`config.mk`:
```
export PLATFORM = sky130hd
export DESIGN_NAME = arm_alu_issue
export DESIGN_NICKNAME = d
export VERILOG_FILES = /design/src/rtl/arm_alu_issue.sv
export SDC_FILE = /design/constraint.sdc
export NUM_CORES = 1
export LEC_CHECK = 0
export ABC_CLOCK_PERIOD_IN_PS = 6200
export CAP_MARGIN = 25
export CORE_MARGIN = 2
export CORE_UTILIZATION = 42
export CTS_BUF_LIST = sky130_fd_sc_hd__clkbuf_8
export DETAILED_ROUTE_END_ITERATION = 12
export HOLD_SLACK_MARGIN = 0.1
export PLACE_DENSITY = 0.95
export SLEW_MARGIN = 20
export SYNTH_ARGS = -nofsm -noshare
export SYNTH_HDL_FRONTEND = slang
export SYNTH_SLANG_ARGS = --single-unit
export TNS_END_PERCENT = 50
```
`constraint.sdc`:
```
create_clock -name clk -period 6.2 [get_ports clk]
set_input_delay 0.93 -clock clk [delete_from_list [all_inputs] [get_ports clk]]
set_output_delay 0.93 -clock clk [all_outputs]
set_load 0.05 [all_outputs]
```
`src/rtl/arm_alu_issue.sv`:
```
// rtl/arm_alu_issue.sv - execute-stage issue/condition/write-back control for arm_alu
//
// Accepts one decoded data-processing instruction at a time. It checks the ARM
// condition code against the CPSR held here and drives the arm_alu operand ports.
// It captures the ALU result and flags, and hands the result to the register file
// through a valid/ready handshake. This block is the only writer of the CPSR flags.
//
// Ports:
//   clk, reset              rising-edge clock, asynchronous active-high reset
//   in_valid/in_ready       instruction handshake (ready only while idle)
//   in_cond/opcode/s/rd     decoded instruction fields
//   in_op1/in_op2           Rn value and shifted operand
//   alu_op1/op2/op_sel      registered operands/opcode driven to arm_alu
//   cpsr_prev               current CPSR driven to arm_alu (same as cpsr)
//   alu_out/cpsr_next       combinational result/flags from arm_alu
//   wb_valid/wb_ready       write-back handshake
//   wb_rd/wb_data           write-back destination and value
//   cpsr                    architectural CPSR
//   stat_exec/stat_skip     executed/skipped counters (ARM_ALU_ISSUE_STATS_EN only)
//
// Optional build macro: ARM_ALU_ISSUE_STATS_EN adds the stat_exec/stat_skip counters.

`ifndef AND
`define AND 4'b0000
`define EOR 4'b0001
`define SUB 4'b0010
`define RSB 4'b0011
`define ADD 4'b0100
`define ADC 4'b0101
`define SBC 4'b0110
`define RSC 4'b0111
`define TST 4'b1000
`define TEQ 4'b1001
`define CMP 4'b1010
`define CMN 4'b1011
`define ORR 4'b1100
`define MOV 4'b1101
`define BIC 4'b1110
`define MVN 4'b1111
`endif

`ifndef CPSR_N
`define CPSR_N 31
`define CPSR_Z 30
`define CPSR_C 29
`define CPSR_V 28
`endif

module arm_alu_issue #(
    parameter logic [31:0] CPSR_RESET = 32'h0000_0000
) (
    input  logic        clk,
    input  logic        reset,
    input  logic        in_valid,
    output logic        in_ready,
    input  logic [3:0]  in_cond,
    input  logic [3:0]  in_opcode,
    input  logic        in_s,
    input  logic [3:0]  in_rd,
    input  logic [31:0] in_op1,
    input  logic [31:0] in_op2,
    output logic [31:0] alu_op1,
    output logic [31:0] alu_op2,
    output logic [3:0]  alu_op_sel,
    output logic [31:0] cpsr_prev,
    input  logic [31:0] alu_out,
    input  logic [31:0] cpsr_next,
    output logic        wb_valid,
    input  logic        wb_ready,
    output logic [3:0]  wb_rd,
    output logic [31:0] wb_data,
    output logic [31:0] cpsr
`ifdef ARM_ALU_ISSUE_STATS_EN
    ,
    output logic [31:0] stat_exec,
    output logic [31:0] stat_skip
`endif
);

    typedef enum logic [1:0] {
        IDLE = 2'd0,
        EXEC = 2'd1,
        WB   = 2'd2
    } state_t;

    state_t      state;
    state_t      state_next;

    logic [3:0]  cond_q;
    logic        s_q;
    logic [3:0]  rd_q;

    logic        flag_n;
    logic        flag_z;
    logic        flag_c;
    logic        flag_v;
    logic        cond_pass;
    logic        is_test_op;
    logic        exec_cycle;
    logic        cpsr_load;
    logic        wb_load;
    logic        accept;

    assign flag_n = cpsr[`CPSR_N];
    assign flag_z = cpsr[`CPSR_Z];
    assign flag_c = cpsr[`CPSR_C];
    assign flag_v = cpsr[`CPSR_V];

    assign in_ready  = (state == IDLE);
    assign cpsr_prev = cpsr;
    assign accept    = in_valid && in_ready;

    // Condition evaluation against the live CPSR. Because the CPSR updates at
    // the end of EXEC, the next instruction always sees the flags just produced.
    always_comb begin
        cond_pass = 1'b0;
        case (cond_q)
            4'h0:    cond_pass = flag_z;
            4'h1:    cond_pass = !flag_z;
            4'h2:    cond_pass = flag_c;
            4'h3:    cond_pass = !flag_c;
            4'h4:    cond_pass = flag_n;
            4'h5:    cond_pass = !flag_n;
            4'h6:    cond_pass = flag_v;
            4'h7:    cond_pass = !flag_v;
            4'h8:    cond_pass = flag_c && !flag_z;
            4'h9:    cond_pass = !flag_c || flag_z;
            4'hA:    cond_pass = (flag_n == flag_v);
            4'hB:    cond_pass = (flag_n != flag_v);
            4'hC:    cond_pass = !flag_z && (flag_n == flag_v);
            4'hD:    cond_pass = flag_z || (flag_n != flag_v);
            4'hE:    cond_pass = 1'b1;
            default: cond_pass = 1'b0; // NV: never executes
        endcase
    end

    // Compare/test opcodes only exist to set flags: they always update the
    // CPSR when they execute and never produce a register write.
    always_comb begin
        is_test_op = 1'b0;
        case (alu_op_sel)
            `TST, `TEQ, `CMP, `CMN: is_test_op = 1'b1;
            default:                is_test_op = 1'b0;
        endcase
    end

    always_comb begin
        state_next = state;
        exec_cycle = 1'b0;
        cpsr_load  = 1'b0;
        wb_load    = 1'b0;
        case (state)
            IDLE: begin
                if (accept) begin
                    state_next = EXEC;
                end
            end
            EXEC: begin
                exec_cycle = 1'b1;
                cpsr_load  = cond_pass && (s_q || is_test_op);
                wb_load    = cond_pass && !is_test_op;
                state_next = wb_load ? WB : IDLE;
            end
            WB: begin
                if (wb_ready) begin
                    state_next = IDLE;
                end
            end
            default: begin
                state_next = IDLE;
            end
        endcase
    end

    always_ff @(posedge clk or posedge reset) begin
        if (reset) begin
            state <= IDLE;
        end else begin
            state <= state_next;
        end
    end

    // Latched instruction fields; the ALU-facing copies hold after EXEC.
    always_ff @(posedge clk or posedge reset) begin
        if (reset) begin
            cond_q     <= 4'h0;
            s_q        <= 1'b0;
            rd_q       <= 4'h0;
            alu_op1    <= 32'h0;
            alu_op2    <= 32'h0;
            alu_op_sel <= 4'h0;
        end else if (accept) begin
            cond_q     <= in_cond;
            s_q        <= in_s;
            rd_q       <= in_rd;
            alu_op1    <= in_op1;
            alu_op2    <= in_op2;
            alu_op_sel <= in_opcode;
        end
    end

    always_ff @(posedge clk or posedge reset) begin
        if (reset) begin
            cpsr <= CPSR_RESET;
        end else if (cpsr_load) begin
            cpsr <= cpsr_next;
        end
    end

    always_ff @(posedge clk or posedge reset) begin
        if (reset) begin
            wb_valid <= 1'b0;
            wb_rd    <= 4'h0;
            wb_data  <= 32'h0;
        end else if (wb_load) begin
            wb_valid <= 1'b1;
            wb_rd    <= rd_q;
            wb_data  <= alu_out;
        end else if ((state == WB) && wb_ready) begin
            wb_valid <= 1'b0;
        end
    end

`ifdef ARM_ALU_ISSUE_STATS_EN
    always_ff @(posedge clk or posedge reset) begin
        if (reset) begin
            stat_exec <= 32'h0;
            stat_skip <= 32'h0;
        end else if (exec_cycle) begin
            if (cond_pass) begin
                stat_exec <= stat_exec + 32'd1;
            end else begin
                stat_skip <= stat_skip + 32'd1;
            end
        end
    end
`else
    logic unused_exec;
    assign unused_exec = exec_cycle;
`endif

endmodule
```
==> summary.txt <==
Setup path
  • CP max FO: 39
  • CP Launch Type: register
  • CP Capture Type: output port
  • Crit path kind: reg -> out
  • Req. time, crit path: roughly 5300 ps
  • Crit path arrival time: approximately 2200 ps

Global route
  • Vias in the first global route: ~5100
  • Initial antenna violation count: 1
  • Total GRT Usage: 20.72%
  • Largest net degree at the start of global routing: 105
  • First-pass GRT wire length: about 26000 um
  • Global route overflow: 0

Logic synthesis
  • Unique masters post-synth: 44
  • Syn Inst Count: about 470
  • Register area share after synthesis: a little under three fifths
  • Syn_area_per_cell: 13.66 um^2
  • Syn Std Cell Area: roughly 6500 um^2
  • Syn. warnings: 0
  • Syn nets: 618
  • #FFs+latches synth: around 150

Status
  • Status: finished, final reports clean

STA
  • Final Hold Fails: 0
  • Setup Skew: approximately 15 ps
  • Worst slew pin tran: 938.8 ps
  • Final Max Tran Viols: 0
  • Rel. slew slack: 37.42%
  • RSZ-0062 raised after global routing: no
  • Final WS setup: between 3000 and 4000 ps
  • Min Tclk post-route: 3084 ps
  • Setup violators final: 0
  • Tcrit/Tclk final: 49.74%
  • Highest Clock Rate: about 320 MHz
  • Sum Neg Setup Slack: 0 ps

Clock network
  • Clk Latency, worst-skew pair: between 400 and 500 ps
  • H-Tree Depth: 4
  • Post-CTS Setup Inserts: 0
  • CTS tree: built
  • TritonCTS buffer count: 17
  • Clk root buf: clkbuf_8
  • Clock Path Buffers: 2
  • Clk pin slew, worst setup/hold paths: 80 ps
  • Clock sink total: about 150
  • Hold-fix buffers, CTS: 0
  • Resize count post-CTS: 0

Layout
  • Layout area overhead: 53.22%
  • Nets: around 900
  • Ratio of cells with drive above 1 in the final layout: between 20 and 25%
  • Ant diodes: 0
  • Fillers: 1126

Die
  • Starting Density: 42.81%
  • Die ar.: between 15000 and 20000 um^2
  • Row cnt: 45
  • Die X-Extent: 128.0 um
  • Core area: about 15000 um^2
  • Ports: approximately 320
  • Die height: ~130 um

Placed design
  • IO Port Bufs: approximately 310
  • Pre-CTS WS: between 3000 and 4000 ps
  • GPL Wtd Cong: between 0.8 and 0.9
  • DP Wirelength: 12190 um

Routing
  • DRC viols: 0
  • Final ANT Viol Nets: 0
  • Drt wl/cell: approximately 18 um
  • DRT Pass-1 Iters: 4
  • Routed WL: ~17000 um
  • Vias: between 4000 and 5000
  • DR vias/cell: 5.010
  • Detailed Route Iter0 Violations: ~180

Job
  • Max_cap viols: 0

Worst hold path
  • Worst min-delay path class: reg -> reg
## sequential cells by signal (all words and copies together), names as in the netlist
name        count
alu_op1        32
alu_op2        32
cpsr           32
wb_data        32
alu_op_sel      4
cond_q          4
rd_q            4
wb_rd           4
state           2
s_q             1
wb_valid        1
## per-layer routing
layer	GRT usage, %	share of wire [%]
met3	9.057	9.6
met2	36.55	51
met5	0	0
met4	6.464	1.9
met1	22.47	37
## through the flow
step                      instances  util (%)  hold WS, ps  cell area, um^2
after CTS                       951     65.23        512.7             9843
after global placement          919     62.81        488.6             9478
after detailed placement        919     62.81        494.7             9478
after floorplan                 473         -        480.5             6460
after global routing            953     65.60        524.7             9898
final                           953     65.60        506.9             9898
## cells by family after synthesis
kind of cell / share of synthesized area, %
mux: 20.72
simple gates: 7.070
compound gates: 8.019
buf+inv: 6.585
flops: 57.33
xor+xnor: 0.2712
## cell usage in the layout, fill, tap and decap left out, types with 2 or more instances in the layout
| master | count |
|---|---|
| clkdlybuf4s50_1 | 314 |
| dfrtp_1 | 148 |
| nand2_1 | 76 |
| mux2_2 | 76 |
| mux2_4 | 30 |
| o22ai_2 | 20 |
| o22ai_1 | 18 |
| clkbuf_8 | 17 |
| buf_4 | 5 |
| inv_6 | 4 |
| clkinvlp_4 | 4 |
| inv_1 | 3 |
| clkinv_4 | 3 |
| clkinv_2 | 3 |
| nand4bb_1 | 2 |
| nand2b_1 | 2 |
| nor3_1 | 2 |
| nor2b_1 | 2 |
| or3_1 | 2 |
| nor2_1 | 2 |
| mux2_1 | 2 |
| o21ai_0 | 2 |
| buf_16 | 2 |
## Yosys cell counts
cell,count,share of area (%)
dfrtp_1,148,57
mux2_2,76,13
nand2_1,76,4.4
buf_4,32,3.7
mux2_4,30,7.0
o22ai_2,20,3.9
o22ai_1,18,1.7
buf_2,10,0.77
clkbuf_1,9,0.52
buf_6,7,1.2
buf_1,3,0.17
inv_1,3,0.17
and2_1,2,0.19
mux2_1,2,0.35
nand2b_1,2,0.19
nand4bb_1,2,0.35
nor2_1,2,0.12
nor2b_1,2,0.19
nor3_1,2,0.15
o21ai_0,2,0.15
or3_1,2,0.19
a21boi_2,1,0.17
a21oi_1,1,0.077
a21oi_2,1,0.14
a21oi_4,1,0.25
a311o_1,1,0.15
a31oi_4,1,0.33
and3_1,1,0.097
mux2i_1,1,0.15
nand3_1,1,0.077
nand3b_1,1,0.12
nor3_4,1,0.25
nor3b_1,1,0.12
nor4b_1,1,0.14
nor4bb_1,1,0.15
o21ai_1,1,0.077
o221ai_1,1,0.14
o311a_4,1,0.33
o311ai_2,1,0.25
o31ai_4,1,0.33
or3b_1,1,0.14
or3b_4,1,0.17
xnor2_1,1,0.14
xor2_1,1,0.14
## critical path: stages (launching register included)
cell and delay, ps:
dfrtp_1 360, buf_4 260, nor2_1 260, clkdlybuf4s50_1 840
## final cells by class
type | count | area (um^2) | area share (%)
clock buffers | 17 | 234.0 | 2.364
clock inverters | 15 | 131.4 | 1.327
inverters | 3 | 16.27 | 0.1643
multi-input cells | 261 | 2342 | 23.66
flip-flops and latches | 148 | 3704 | 37.42
well taps | 188 | 235.2 | 2.376
repair buffers | 321 | 3236 | 32.69
## worst paths after layout
check,start,slack (ps),cells after the start,end
worst max register to register,cond_q[0],3320,6,cpsr[31]
min in group asynchronous,reset,830,2,alu_op1[28]
worst min-delay path,alu_op2[25],510,1,alu_op2[25]
worst max-delay path,state[0],3120,3,in_ready
worst min register to register,alu_op2[25],510,1,alu_op2[25]
max in group asynchronous,reset,4120,4,alu_op1[21]
Power is left out: the tool's default activity adds up to more than one toggle a clock period on the data nets, which glitch-free logic cannot reach.
